--- config.mk ---
export PLATFORM = sky130hd
export DESIGN_NAME = out_port_alloc
export DESIGN_NICKNAME = d
export VERILOG_FILES = /design/src/rtl/router_pkg.sv /design/src/rtl/rr_arbiter.sv /design/src/rtl/out_port_alloc.sv
export SDC_FILE = /design/constraint.sdc
export NUM_CORES = 1
export LEC_CHECK = 0
export ABC_AREA = 1
export CAP_MARGIN = 25
export CORE_MARGIN = 3
export CORE_UTILIZATION = 55
export DETAILED_ROUTE_END_ITERATION = 8
export GPL_ROUTABILITY_DRIVEN = 0
export PLACE_DENSITY = 0.84
export SLEW_MARGIN = 20
export SYNTH_ARGS = -nofsm -noshare
export SYNTH_HDL_FRONTEND = slang
export SYNTH_SLANG_ARGS = --single-unit
--- constraint.sdc ---
create_clock -name clk -period 7.2 [get_ports clk]
set_input_delay 0.72 -clock clk [delete_from_list [all_inputs] [get_ports clk]]
set_output_delay 0.72 -clock clk [all_outputs]
set_load 0.03 [all_outputs]
--- src/rtl/router_pkg.sv ---
// Shared router types: flit format, switch-to-output bus, port status and the
// output-port allocator state encoding.
package router_pkg;

  localparam int NUM_OF_PORTS   = 5;
  localparam int FLIT_DATA_W    = 16;
  localparam int OBUF_DEPTH_DEF = 4;
  localparam int CREDITS_DEF    = 4;

  typedef enum logic [1:0] {
    HEAD_FLIT = 2'd0,
    BODY_FLIT = 2'd1,
    TAIL_FLIT = 2'd2
  } flit_type_t;

  typedef struct packed {
    logic                   valid;
    flit_type_t             ftype;
    logic [FLIT_DATA_W-1:0] data;
  } flit_t;

  typedef struct packed {
    flit_t flit;
  } router_pipeline_bus_t;

  typedef enum logic {
    PORT_FREE = 1'b0,
    PORT_BUSY = 1'b1
  } port_status_t;

  typedef struct packed {
    port_status_t port_status;
  } OUT_PORT_t;

  typedef enum logic [1:0] {
    IDLE   = 2'd0,
    GRANT  = 2'd1,
    ACTIVE = 2'd2
  } alloc_state_t;

  function automatic flit_t invalid_flit();
    flit_t f;
    f.valid = 1'b0;
    f.ftype = HEAD_FLIT;
    f.data  = '0;
    return f;
  endfunction

endpackage

--- src/rtl/rr_arbiter.sv ---
// Round-robin picker: one-hot grant for the first request at or after the
// priority pointer; the pointer moves past the winner only when update_i is set.
module rr_arbiter #(
  parameter int N = 5
) (
  input  logic         clk,
  input  logic         rst_n,
  input  logic [N-1:0] req_i,
  input  logic         update_i,
  output logic [N-1:0] gnt_o
);

  localparam int IW = (N > 1) ? $clog2(N) : 1;

  logic [IW-1:0] ptr_q, ptr_d;
  logic          found;

  function automatic logic [IW-1:0] wrap_idx(input logic [IW-1:0] base, input int ofs);
    int s;
    s = int'(base) + ofs;
    if (s >= N) s = s - N;
    return IW'(s);
  endfunction

  always_comb begin
    gnt_o = '0;
    ptr_d = ptr_q;
    found = 1'b0;
    for (int k = 0; k < N; k++) begin
      if (!found && req_i[wrap_idx(ptr_q, k)]) begin
        gnt_o[wrap_idx(ptr_q, k)] = 1'b1;
        found                     = 1'b1;
        ptr_d                     = wrap_idx(ptr_q, k + 1);
      end
    end
  end

  always_ff @(posedge clk or negedge rst_n) begin
    if (!rst_n)        ptr_q <= '0;
    else if (update_i) ptr_q <= ptr_d;
  end

endmodule

--- src/rtl/out_port_alloc.sv ---
// Output-port allocator and link driver: grants the port to one input per
// packet, buffers switched flits and sends them under credit flow control.
//
//   state  | meaning
//   IDLE   | port unowned; arbitrate requests when the FIFO has room
//   GRANT  | one-cycle ack to the recorded owner
//   ACTIVE | owner streams flits until its tail is buffered
module out_port_alloc
  import router_pkg::*;
#(
  parameter int PORT_ID      = 0,
  parameter int NUM_OF_PORTS = router_pkg::NUM_OF_PORTS,
  parameter int OBUF_DEPTH   = OBUF_DEPTH_DEF,
  parameter int CREDITS      = CREDITS_DEF
) (
  input  logic                    clk,
  input  logic                    rst_n,
  input  logic [NUM_OF_PORTS-1:0] i_outport_req,
  output logic [NUM_OF_PORTS-1:0] o_outport_ack,
  input  router_pipeline_bus_t    i_s2o,
  output OUT_PORT_t               o_status,
  output flit_t                   o_link_flit,
  output logic                    o_link_valid,
  input  logic                    i_credit_ret,
  output logic                    o_overflow
);

  localparam int PW = $clog2(OBUF_DEPTH);
  localparam int CW = $clog2(CREDITS + 1);
  localparam int OW = (NUM_OF_PORTS > 1) ? $clog2(NUM_OF_PORTS) : 1;

  if (PORT_ID < 0 || PORT_ID >= NUM_OF_PORTS) begin : g_bad_port_id
    $error("out_port_alloc: PORT_ID out of range");
  end

  alloc_state_t      state_q, state_d;
  logic [OW-1:0]     owner_q, owner_d, gnt_idx;
  logic [NUM_OF_PORTS-1:0] gnt;
  logic              arb_update;

  flit_t             fifo_q [OBUF_DEPTH];
  logic [PW:0]       wr_ptr_q, rd_ptr_q, count;
  logic              full, empty, wr_en, pop;

  logic [CW-1:0]     credits_q, credits_d;
  flit_t             link_flit_q;
  logic              link_valid_q, overflow_q;

  assign count      = wr_ptr_q - rd_ptr_q;
  assign full       = (count == (PW+1)'(OBUF_DEPTH));
  assign empty      = (count == '0);
  assign arb_update = (state_q == IDLE) && (|i_outport_req) && !full;
  assign wr_en      = (state_q != IDLE) && i_s2o.flit.valid && !full;
  assign pop        = !empty && (credits_q != '0);

  rr_arbiter #(.N(NUM_OF_PORTS)) u_rr_arbiter (
    .clk      (clk),
    .rst_n    (rst_n),
    .req_i    (i_outport_req),
    .update_i (arb_update),
    .gnt_o    (gnt)
  );

  always_comb begin
    gnt_idx = '0;
    for (int k = 0; k < NUM_OF_PORTS; k++) begin
      if (gnt[k]) gnt_idx = OW'(k);
    end
  end

  always_comb begin
    state_d       = state_q;
    owner_d       = owner_q;
    o_outport_ack = '0;
    case (state_q)
      IDLE: begin
        if (arb_update) begin
          state_d = GRANT;
          owner_d = gnt_idx;
        end
      end
      GRANT: begin
        o_outport_ack = NUM_OF_PORTS'(1) << owner_q;
        state_d       = ACTIVE;
      end
      ACTIVE: begin
        if (wr_en && i_s2o.flit.ftype == TAIL_FLIT) begin
          state_d = IDLE;
          owner_d = '0;
        end
      end
      default: state_d = IDLE;
    endcase
  end

  // Pop and return together leave the count untouched; returns saturate.
  always_comb begin
    credits_d = credits_q;
    if (pop && !i_credit_ret)
      credits_d = credits_q - CW'(1);
    else if (!pop && i_credit_ret && credits_q != CW'(CREDITS))
      credits_d = credits_q + CW'(1);
  end

  always_ff @(posedge clk or negedge rst_n) begin
    if (!rst_n) begin
      state_q      <= IDLE;
      owner_q      <= '0;
      wr_ptr_q     <= '0;
      rd_ptr_q     <= '0;
      credits_q    <= CW'(CREDITS);
      link_flit_q  <= invalid_flit();
      link_valid_q <= 1'b0;
      overflow_q   <= 1'b0;
    end else begin
      state_q      <= state_d;
      owner_q      <= owner_d;
      credits_q    <= credits_d;
      link_valid_q <= pop;
      link_flit_q  <= pop ? fifo_q[rd_ptr_q[PW-1:0]] : invalid_flit();
      if (wr_en) wr_ptr_q <= wr_ptr_q + 1'b1;
      if (pop)   rd_ptr_q <= rd_ptr_q + 1'b1;
      if ((state_q != IDLE) && i_s2o.flit.valid && full) overflow_q <= 1'b1;
    end
  end

  always_ff @(posedge clk) begin
    if (wr_en) fifo_q[wr_ptr_q[PW-1:0]] <= i_s2o.flit;
  end

  always_comb begin
    o_status             = '0;
    o_status.port_status = (state_q == IDLE && !full) ? PORT_FREE : PORT_BUSY;
  end

  assign o_link_flit  = link_flit_q;
  assign o_link_valid = link_valid_q;
  assign o_overflow   = overflow_q;

endmodule

# Yosys cells after proc, flatten, opt, wreduce, memory -nomap -nowiden
# Memories as Yosys holds them, arrays and structs flattened.
# Cells that the tools add are included.
# word_totals
out_inout_bits	27
memories	1
ram_bits	76
ff_bits	38
in_bits	27
# mem_list
name	depth	word_bits	read_ports	rd_ports_with_merged_regs	wr	line	rtl
fifo_q	4	19	1	0	1	out_port_alloc.sv:41	flit_t fifo_q [OBUF_DEPTH];
# op_classes
order_cmp	21
muxes	62
eq_ne	7
add_sub_neg	16
n_reduce_logical	39
bitwise	4
n_shift	1
# op_table
op	n
$mux W3	22
$lt A3 B4 Y1 const B	10
$mux W5	6
$ge A4 B3 Y1 const B	5
$logic_and A1 B1 Y1	20
$or A5 B5 Y5	4
$mux W19	1
$mux W1	18
$sub A3 B3 Y3 const B	6
$bmux W1 S3	5
$demux W1 S3	5
$ge A3 B1 Y1 const B	5
$add A3 B1 Y3 const B	3
$add A3 B2 Y4 const B	2
$add A3 B3 Y4 const B	2
$logic_not A1 Y1	8
$mux W2	3
$pmux W2 S3	1
$pmux W3 S2	1
$reduce_bool A2 Y1	3
$reduce_bool A5 Y1	1
$reduce_or A5 Y1	1
$shl A1 B3 Y5 const A	1
$add A3 B1 Y4 const B	1
other kinds (13)	16

# Depth between registers and ports, before layout
# Gate-level depths: netlist (run 1).
# logic_depth
depth_word	29
ltp_mapped	21

# Hierarchy
# From an unflattened synthesis (run 1), not the netlist that was laid out.
# unflattened
cells_unflattened	648
hier_area_um2	5898.2
# by_module_without_submodules
module	area_each_um2	cells_per_inst	n_inst
out_port_alloc	4438.0	375	1
rr_arbiter	1460.2	273	1

# Worst setup path before layout (run 1)
# OpenSTA, ideal clock, no wires.
# synth_timing
kind	register -> register
startpoint	register rd_ptr_q[1]
endpoint	memory fifo_q[3][0] (netlist name), enable pin
synth_period_minus_slack_ps	2882
path_stages_with_launch	9
required_ps	6803
n_path_buf	1
setup_ps	397
t_arrival_ps	2484
setup_slack_ps	4318
cell_sequence	dfrtp_1 -> inv_1 -> clkbuf_1 -> ha_1 -> a21oi_1 -> xnor2_1 -> nand3_1 -> nand2_1 -> nor2_1
# synth_between
elab_chain_cells	6
# synth_lines
element	line	rtl
from (decl)	out_port_alloc.sv:42	logic [PW:0] wr_ptr_q, rd_ptr_q, count;
from (signal assigned)	out_port_alloc.sv:122	if (pop) rd_ptr_q <= rd_ptr_q + 1'b1;
$sub A3 B3 Y3	out_port_alloc.sv:49	assign count = wr_ptr_q - rd_ptr_q;
$eq A3 B3 Y1	out_port_alloc.sv:50	assign full = (count == (PW+1)'(OBUF_DEPTH));
$logic_not A1 Y1	out_port_alloc.sv:53	assign wr_en = (state_q != IDLE) && i_s2o.flit.valid && !full;
$logic_and A1 B1 Y1	out_port_alloc.sv:53	
$mux W1	out_port_alloc.sv:128	if (wr_en) fifo_q[wr_ptr_q[PW-1:0]] <= i_s2o.flit;
$mux W1 (not written as such)	out_port_alloc.sv:128	
to (decl)	out_port_alloc.sv:41	
# Every way passes these cells.

# Final worst setup path (run 1)
# layout_timing
startpoint	register rd_ptr_q[1]
endpoint	output port o_status
# layout_between
elab_chain_cells	5
# layout_lines
element	line	rtl
$sub A3 B3 Y3	out_port_alloc.sv:49	
$eq A3 B3 Y1	out_port_alloc.sv:50	
$logic_not A1 Y1	out_port_alloc.sv:133	o_status.port_status = (state_q == IDLE && !full) ? PORT_FREE : PORT_BUSY;
$logic_and A1 B1 Y1	out_port_alloc.sv:133	
$mux W1	out_port_alloc.sv:133	
to (decl)	out_port_alloc.sv:21	output OUT_PORT_t o_status,
# Every way passes these cells.

==> results.py, run 1 <==
metrics = {
    "finish": {
        "area_growth_pct": 22.39,
        "final_common_cell": "nor2_1",
        "layout_common_cells": "128 x nor2_1, 125 x nand2_1, 76 x edfxtp_1, 54 x nand3_1, 52 x clkdlybuf4s50_1",
        "drive_gt1_share_pct": 8.738,
        "n_antenna_cell": 0,
        "num-nets-final": 754,
    },
    "yosys": {
        "synth_xor_area_share_pct": 1.355,
        "syn_area_per_cell_um2": 8.935,
        "synth_top_family_by_area": "simple AND/OR/NAND/NOR gates",
        "synth_compound_area_share_pct": 7.421,
        "synthSimpleGateAreaFrac_pct": 26.01,
        "synth_nets": 697,
        "ys_seq_area_share_pct": 55.60,
        "synth_area_mm2": 0.005817,
        "synth_seq_cells": 114,
        "ys_types": 33,
        "syn_inst": 651,
        "synth_mux_area_share_pct": 0.1936,
        "synth_adder_area_share_pct": 4.345,
        "synth-warning-count": 0,
    },
    "floorplan": {
        "start_util_pct": 57.91,
        "die_area_mm2": 0.01185,
        "die_width_um": 108.8,
        "die_h_um": 108.8,
        "core_mm2": 0.01004,
        "placementRows": 36,
        "ios": 54,
    },
    "critical_path": {
        "reg2regPathDepth": 12,
        "r2r-end": "credits_q[2]$_DFFE_PN1P_",
        "startpoint_type": "flop",
        "crit_arrival_ns": 3.71,
        "critPathCaptureType": "output pin",
        "required_ns": 6.48,
        "r2r-start": "rd_ptr_q[1]$_DFFE_PN0P_",
        "crit_path_max_fanout": 21,
        "reg2reg_slack_ns": 3.09,
        "crit_type": "flop to output pin",
    },
    "timing": {
        "fin_crit_ns": 4.430,
        "finalCritPeriodShare_pct": 61.53,
        "slew_headroom_pct": 40.62,
        "drv_slew": 0,
        "finClkSkew_ns": 0.01704,
        "tightest_slew_ns": 0.8907,
        "tns_ns": 0,
        "finalHoldViolations": 0,
        "setup_viol": 0,
        "fmax_ghz": 0.2257,
        "rsz0062_at_grt": "no",
    },
    "cts": {
        "htreeDepth": 4,
        "cts-root-buf": "clkbuf_8",
        "numClockSinks": 114,
        "cts_tree": "yes",
        "clockBufferDepth": 2,
        "cts_resized": 0,
        "cts_buffers": 17,
        "clkLatencyLatePin_ns": 0.52,
        "post_cts_buffers": 0,
        "clk_pin_slew_ns": 0.06,
        "ctsHoldBuffers": 0,
    },
    "routing": {
        "ant_nets": 0,
        "initialDrtViolationCount": 494,
        "num_vias": 4999,
        "drc_errors": 0,
        "wl_per_cell_um": 17.13,
        "vias_per_cell": 5.854,
        "wl_mm": 14.63,
        "drtPass1Iterations": 8,
    },
    "placed_design": {
        "dpl.hpwl_mm": 9.140,
        "io_buffers": 53,
    },
    "global_route": {
        "grtUsageTotal_pct": 25.65,
        "grt_max_degree": 42,
        "grt-ovfl-total": 0,
        "grt_pass1_wl_mm": 23.07,
        "antenna_found_initial": 0,
        "grt_pass1_vias": 4772,
    },
    "run_status": {
        "outcome": "finished, final reports clean",
    },
    "run": {
        "cap_violations": 0,
    },
    "hold_path": {
        "hold_path.class": "input pin to async pin",
    },
}
==> per-stage QoR <==
step           setup slack, ns  utilization [%]  hold slack [ns]  cells  cell area, um2
2_1_floorplan            4.318                -           0.4244    651            5817
3_3_place_gp             3.341            64.16           0.4705    819            6445
3_5_place_dp             3.187            64.16           0.4688    819            6445
4_1_cts                  2.811            70.33           0.3430    851            7064
5_1_grt                  2.553            70.88           0.3706    854            7119
6_report                 2.770            70.88           0.3267    854            7119
==> Yosys cell counts (all sizes together) <==
| cell | instances | area [um2] |
|---|---|---|
| o21ai | 53 | 269.0 |
| o311ai | 1 | 8.760 |
| nand3 | 57 | 300.3 |
| nor2 | 137 | 550.5 |
| fa | 2 | 40.04 |
| o31ai | 1 | 7.510 |
| nand2 | 129 | 494.2 |
| ha | 17 | 212.7 |
| xor2 | 5 | 43.79 |
| xnor2 | 4 | 35.03 |
| a21boi | 1 | 7.510 |
| dfrtp | 37 | 925.9 |
| inv | 57 | 214.0 |
| nand4 | 18 | 127.6 |
| dfstp | 1 | 26.28 |
| mux2 | 1 | 11.26 |
| nor3 | 8 | 40.04 |
| edfxtp | 76 | 2282 |
| clkbuf | 13 | 48.80 |
| a21oi | 27 | 138.9 |
| buf | 6 | 32.53 |
==> area by class of cell <==
class | count | area (um2)
Inverter | 57 | 214.0
Timing Repair Buffer | 57 | 578.1
Tap cell | 133 | 166.4
Sequential cell | 114 | 3234
Multi-Input combinational cell | 461 | 2307
Fill cell | 682 | 2925
Clock inverter | 15 | 205.2
Clock buffer | 17 | 414.1
==> critical path: stages (launching register included) <==
cell	delay (ns)
dfrtp_1	0.83
inv_1	0.58
ha_1	0.48
a21oi_1	0.19
xnor2_1	0.16
nand3_1	0.18
nand2_1	0.10
clkdlybuf4s50_1	0.67
==> sequential cells by signal (all words and copies together), names as in the netlist <==
register and cells:
credits_q 3, fifo_q 76, o_link_flit 19, o_link_valid 1, o_overflow 1, owner_q 3
rd_ptr_q 3, state_q 2, u_rr_arbiter.ptr_q 3, wr_ptr_q 3
==> worst max-delay path by stage <==
stage / startpoint / endpoint / slack (ns)
final: rd_ptr_q[1]$_DFFE_PN0P_ / o_status / 2.77
after global routing: rd_ptr_q[1]$_DFFE_PN0P_ / o_status / 2.55
after CTS: rd_ptr_q[1]$_DFFE_PN0P_ / o_status / 2.81
after detailed placement: rd_ptr_q[1]$_DFFE_PN0P_ / credits_q[2]$_DFFE_PN1P_ / 3.19
after global placement: rd_ptr_q[1]$_DFFE_PN0P_ / credits_q[2]$_DFFE_PN1P_ / 3.34
after floorplan: rd_ptr_q[1]$_DFFE_PN0P_ / fifo_q[3][0]$_DFFE_PP_ / 4.32
==> kinds of logic after synthesis <==
kind of cell,after synthesis
xor+xnor,9
flops,114
mux,1
buf+inv,76
compound gates,83
fa+ha+maj,19
simple gates,349
==> layer usage <==
layer,track usage [%],wire (um),share of wire [%],vias up
met4,10.01,421,2.9,0
met2,41.53,7159,49,291
li1,-,-,-,2305
met1,32.14,5753,39,2357
met5,0,0,0,-
met3,8.289,1297,8.9,46
Power of run 1 is not shown: default switching activity piles up to over one toggle a cycle in this logic, so the estimate is an artifact.
==> run 2: changes to the inputs <==
==> constraint.sdc (replaced) <==
create_clock -name clk -period 4.47 [get_ports clk]
set_input_delay 0.447 -clock clk [delete_from_list [all_inputs] [get_ports clk]]
set_output_delay 0.447 -clock clk [all_outputs]
set_load 0.03 [all_outputs]
==> run 2 against run 1 <==
Compared with the run above:
- setup slack got worse by 2.0 ns
- critical endpoint is now owner_q[1]$_DFFE_PN0P_
- wire length increased by 1.0%
- final cell count increased by 0.59%
- worst hold slack got worse by 0.22 ns
- design area increased by 0.88%
- non-clock buffer count increased by 5
- sequential share of layout area decreased by 0.40 points
- clock-buffer cell count increased by 1
- register-to-register slack got worse by 2.3 ns
==> results.py, run 2 (synthesis gave the netlist of run 1 again) <==
metrics = {
    "floorplan": {
        "core_mm2": 0.01004,
        "ios": 54,
        "die_width_um": 108.8,
        "die_h_um": 108.8,
        "start_util_pct": 57.91,
        "die_area_mm2": 0.01185,
        "placementRows": 36,
    },
    "critical_path": {
        "required_ns": 4.86,
        "critPathCaptureType": "flop",
        "crit_type": "flop to flop",
        "crit_path_max_fanout": 18,
        "startpoint_type": "flop",
        "r2r-start": "u_rr_arbiter.ptr_q[0]$_DFFE_PN0P_",
        "reg2regPathDepth": 18,
        "reg2reg_slack_ns": 0.78,
        "r2r-end": "owner_q[1]$_DFFE_PN0P_",
        "cp-startpoint": "u_rr_arbiter.ptr_q[0]$_DFFE_PN0P_",
        "crit_arrival_ns": 4.08,
    },
    "timing": {
        "fin_crit_ns": 3.692,
        "setup_viol": 0,
        "rsz0062_at_grt": "no",
        "tightest_slew_ns": 0.9723,
        "finClkSkew_ns": 0.007043,
        "drv_slew": 0,
        "finalHoldViolations": 0,
        "finalCritPeriodShare_pct": 82.59,
        "slew_headroom_pct": 35.18,
        "tns_ns": 0,
        "fmax_ghz": 0.2709,
    },
    "placed_design": {
        "placed_cells_incl_taps": 826,
        "io_buffers": 53,
        "dpl.hpwl_mm": 9.066,
        "placed_area_mm2": 0.006497,
    },
    "finish": {
        "n_antenna_cell": 0,
        "final_cell_count_no_fill": 859,
        "num-nets-final": 759,
        "layout_common_cells": "128 x nor2_1, 125 x nand2_1, 76 x edfxtp_1, 54 x nand3_1, 52 x clkdlybuf4s50_1",
        "fin_area_mm2": 0.007182,
        "final_common_cell": "nor2_1",
        "drive_gt1_share_pct": 9.366,
        "area_growth_pct": 23.47,
        "largest_reg_flops": 76,
    },
    "run": {
        "cap_violations": 0,
    },
    "cts": {
        "numClockSinks": 114,
        "post_cts_buffers": 0,
        "cts_buffers": 17,
        "ctsHoldBuffers": 0,
        "cts_resized": 0,
        "cts_tree": "yes",
        "clockBufferDepth": 2,
        "cts-root-buf": "clkbuf_8",
        "htreeDepth": 4,
        "clk_pin_slew_ns": 0.06,
        "clkLatencyLatePin_ns": 0.50,
    },
    "global_route": {
        "grtUsageTotal_pct": 26.14,
        "antenna_found_initial": 0,
        "grt_pass1_wl_mm": 23.69,
        "grt_pass1_vias": 4919,
        "grt_max_degree": 41,
        "grt-ovfl-total": 0,
    },
    "hold_path": {
        "hold_path.class": "input pin to async pin",
    },
    "routing": {
        "drc_errors": 0,
        "num_vias": 4918,
        "vias_per_cell": 5.725,
        "wl_mm": 14.78,
        "initialDrtViolationCount": 699,
        "wl_per_cell_um": 17.20,
        "drtPass1Iterations": 5,
        "ant_nets": 0,
    },
    "run_status": {
        "outcome": "finished, final reports clean",
    },
}
run 2: cell types whose count changed in the layout (fill, tap and decap cells not counted), sizes merged:
cell / before / now
inv: 60 / 59
clkinvlp: 2 / 1
clkinv: 6 / 5
bufinv: 4 / 6
clkbuf: 17 / 18
buf: 5 / 10
run 2: worst max-delay path, stage by stage, from the launching register on:
cell and delay, ns:
dfrtp_1 0.61, inv_1 0.43, ha_1 0.21, inv_1 0.06
fa_1 0.38, inv_1 0.16, a21oi_1 0.09, nor2_1 0.33
nor2_1 0.18, nand3_1 0.10, nand2_1 0.06, nor2_2 0.27
inv_2 0.15, nand4_4 0.17, nor2_1 0.06, nor2_1 0.13
nand2_1 0.07, nand2_1 0.05, nand2_1 0.05
run 2: how the worst max path moves through the flow:
stage / to / slack [ns] / cells after the start
finish: owner_q[1]$_DFFE_PN0P_ / 0.78 / 18
global route: u_rr_arbiter.ptr_q[2]$_DFFE_PN0P_ / 0.45 / 18
CTS: owner_q[1]$_DFFE_PN0P_ / 0.85 / 18
detailed placement: owner_q[1]$_DFFE_PN0P_ / 0.86 / 18
global placement: owner_q[0]$_DFFE_PN0P_ / 0.95 / 18
floorplan: fifo_q[3][0]$_DFFE_PP_ / 1.59 / 8
run 2: metal layers:
metal  track usage [%]  part of all wire [%]  vias up
li1                  -                     -     2311
met1             33.64                    40     2315
met2             43.78                    50      251
met3             5.329                   7.2       41
met4             10.01                   2.7        0
met5                 0                     0        -
run 2: layout make-up:
type | count | area, um2
clock buffer | 18 | 417.9
clock inverter | 14 | 251.5
fill | 653 | 2863
inverter | 57 | 214.0
multi-input combinational | 461 | 2297
sequential | 114 | 3234
tap | 133 | 166.4
timing repair buffer | 62 | 600.6
run 2: per-stage QoR:
stage | hold slack (ns) | util (%) | setup slack (ns)
after detailed placement | 0.4810 | 64.69 | 0.8618
after CTS | 0.1146 | 71.35 | 0.8461
after global routing | 0.1495 | 71.50 | 0.4537
after floorplan | 0.1514 | - | 1.588
after global placement | 0.4773 | 64.69 | 0.9479
final | 0.1087 | 71.50 | 0.7782
Power of run 2 is left out for the same reason.
==> run 3: changes to the inputs <==
--- a/config.mk
+++ b/config.mk
@@ -8,10 +8,10 @@
 export ABC_AREA = 1
 export CAP_MARGIN = 25
 export CORE_MARGIN = 3
-export CORE_UTILIZATION = 55
+export CORE_UTILIZATION = 52
 export DETAILED_ROUTE_END_ITERATION = 8
 export GPL_ROUTABILITY_DRIVEN = 0
-export PLACE_DENSITY = 0.84
+export PLACE_DENSITY = 0.83
 export SLEW_MARGIN = 20
 export SYNTH_ARGS = -nofsm -noshare
 export SYNTH_HDL_FRONTEND = slang
==> constraint.sdc (replaced) <==
create_clock -name clk -period 3.15 [get_ports clk]
set_input_delay 0.315 -clock clk [delete_from_list [all_inputs] [get_ports clk]]
set_output_delay 0.315 -clock clk [all_outputs]
set_load 0.03 [all_outputs]
==> run 3 against run 2 <==
Compared with the run above:
- worst hold slack improved by 0.33 ns
- clock-buffer cell count rose by 4
- first-iteration DRC count is 34% lower
- clock skew grew 0.0018 ns
- utilization down 3.5 points
- final cell count up 1.2%
- sequential share of layout area fell by 0.18 points
- flip-flop and latch count stayed put
- via count rose by 1.2%
- setup slack lost 0.47 ns
==> results.py, run 3 (synthesis gave the netlist of run 1 again) <==
metrics = {
    "floorplan": {
        "placementRows": 37,
        "die_width_um": 111.8,
        "core_mm2": 0.01060,
        "start_util_pct": 54.87,
        "die_h_um": 111.8,
        "die_area_mm2": 0.01249,
        "ios": 54,
    },
    "timing": {
        "fmax_ghz": 0.3520,
        "finalCritPeriodShare_pct": 90.20,
        "finClkSkew_ns": 0.008854,
        "finalHoldViolations": 0,
        "worst_slack_ns": 0.3088,
        "setup_viol": 0,
        "slew_headroom_pct": 37.17,
        "tightest_slew_ns": 0.9425,
        "drv_slew": 0,
        "fin_crit_ns": 2.841,
    },
    "routing": {
        "num_vias": 4978,
        "wl_per_cell_um": 16.87,
        "drtPass1Iterations": 5,
        "initialDrtViolationCount": 462,
        "drc_errors": 0,
        "ant_nets": 0,
        "wl_mm": 14.66,
        "vias_per_cell": 5.728,
    },
    "critical_path": {
        "crit_type": "flop to flop",
        "startpoint_type": "flop",
        "crit_arrival_ns": 3.24,
        "required_ns": 3.55,
        "critPathCaptureType": "flop",
        "crit_path_max_fanout": 12,
    },
    "global_route": {
        "grt_pass1_wl_mm": 23.43,
        "use_met3_pct": 5.870,
        "grt-ovfl-total": 0,
        "use_met1_pct": 28.39,
        "antenna_found_initial": 0,
        "grtUsageTotal_pct": 23.62,
        "busiest_layer": "met2",
        "grt_max_degree": 41,
        "grt_pass1_vias": 4968,
        "grtUsageMet2_pct": 39.41,
    },
    "finish": {
        "n_antenna_cell": 0,
        "largest_reg_flops": 76,
        "layout_common_cells": "126 x nor2_1, 125 x nand2_1, 76 x edfxtp_1, 54 x nand3_1, 51 x clkdlybuf4s50_1",
        "fin_util_pct": 68.02,
        "num-nets-final": 766,
        "final_common_cell": "nor2_1",
        "n_fill_cell": 727,
        "drive_gt1_share_pct": 10.37,
        "area_growth_pct": 23.96,
    },
    "run_status": {
        "outcome": "finished, final reports clean",
    },
    "cts": {
        "cts_tree": "yes",
        "clk_pin_slew_ns": 0.06,
        "post_cts_buffers": 0,
        "cts_buffers": 17,
        "cts-root-buf": "clkbuf_8",
        "clockBufferDepth": 2,
        "numClockSinks": 114,
        "clkLatencyLatePin_ns": 0.51,
        "htreeDepth": 4,
    },
    "hold_path": {
        "hold_path.class": "input pin to flop",
    },
    "run": {
        "cap_violations": 0,
    },
    "placed_design": {
        "pre_cts_ws_ns": 0.2412,
        "io_buffers": 53,
        "dpl.hpwl_mm": 8.994,
    },
}
==> run 3: timing repair <==
| item | in CTS | in global routing |
|---|---|---|
| gates resized for setup | 0 | 5 |
| hold buffers | 1 | 0 |
| endpoints found under the hold margin | 37 | 0 |
| endpoints found under the setup margin | 0 | 6 |
==> run 3: final cells by class <==
cell class	count	area, um2	area share (%)
clock inverters	10	156.4	2.169
well taps	136	170.2	2.360
inverters	57	214.0	2.967
multi-input cells	461	2305	31.96
flip-flops and latches	114	3234	44.86
repair buffers	69	678.2	9.405
clock buffers	22	452.9	6.281
==> run 3: worst max-delay path: stages (launching register included) <==
cell	delay, ns
dfrtp_1	0.65
inv_2	0.15
ha_2	0.46
nand2_1	0.14
nand2_1	0.13
nand2_1	0.05
nand2_1	0.14
nand2_1	0.07
nand3_1	0.08
nand2_1	0.10
nor2_4	0.20
nand3_2	0.16
o21ai_1	0.19
nor2_1	0.09
nand2_1	0.07
nand2_1	0.04
==> run 3: stage by stage <==
step | TNS [ns] | instance area, um2 | hold WS (ns) | instances
floorplan | 0 | 5817 | 0.01941 | 651
global placement | 0 | 6569 | 0.4754 | 835
detailed placement | 0 | 6569 | 0.4772 | 835
CTS | 0 | 7188 | 0.4203 | 868
global route | -0.008930 | 7211 | 0.4495 | 869
finish | 0 | 7211 | 0.4351 | 869
==> run 3: per-layer routing <==
| layer | wire, um | vias to the layer above |
|---|---|---|
| met1 | 5725 | 2319 |
| met4 | 448 | 0 |
| li1 | - | 2319 |
| met3 | 1411 | 48 |
| met2 | 7071 | 292 |
| met5 | 0 | - |
==> run 3: path summary, 6_finish.rpt <==
check / depth (start not counted) / slack [ns] / end / from
max: 15 / 0.31 / owner_q[0]$_DFFE_PN0P_ / u_rr_arbiter.ptr_q[2]$_DFFE_PN0P_
min: 1 / 0.44 / fifo_q[3][3]$_DFFE_PP_ / i_s2o[3]
max reg2reg: 15 / 0.31 / owner_q[0]$_DFFE_PN0P_ / u_rr_arbiter.ptr_q[2]$_DFFE_PN0P_
min reg2reg: 1 / 0.50 / rd_ptr_q[2]$_DFFE_PN0P_ / rd_ptr_q[2]$_DFFE_PN0P_
max in group asynchronous: 2 / 2.06 / u_rr_arbiter.ptr_q[2]$_DFFE_PN0P_ / rst_n
min in group asynchronous: 2 / 0.50 / o_link_flit[1]$_DFF_PN0_ / rst_n
Power of run 3 is left out for the same reason.
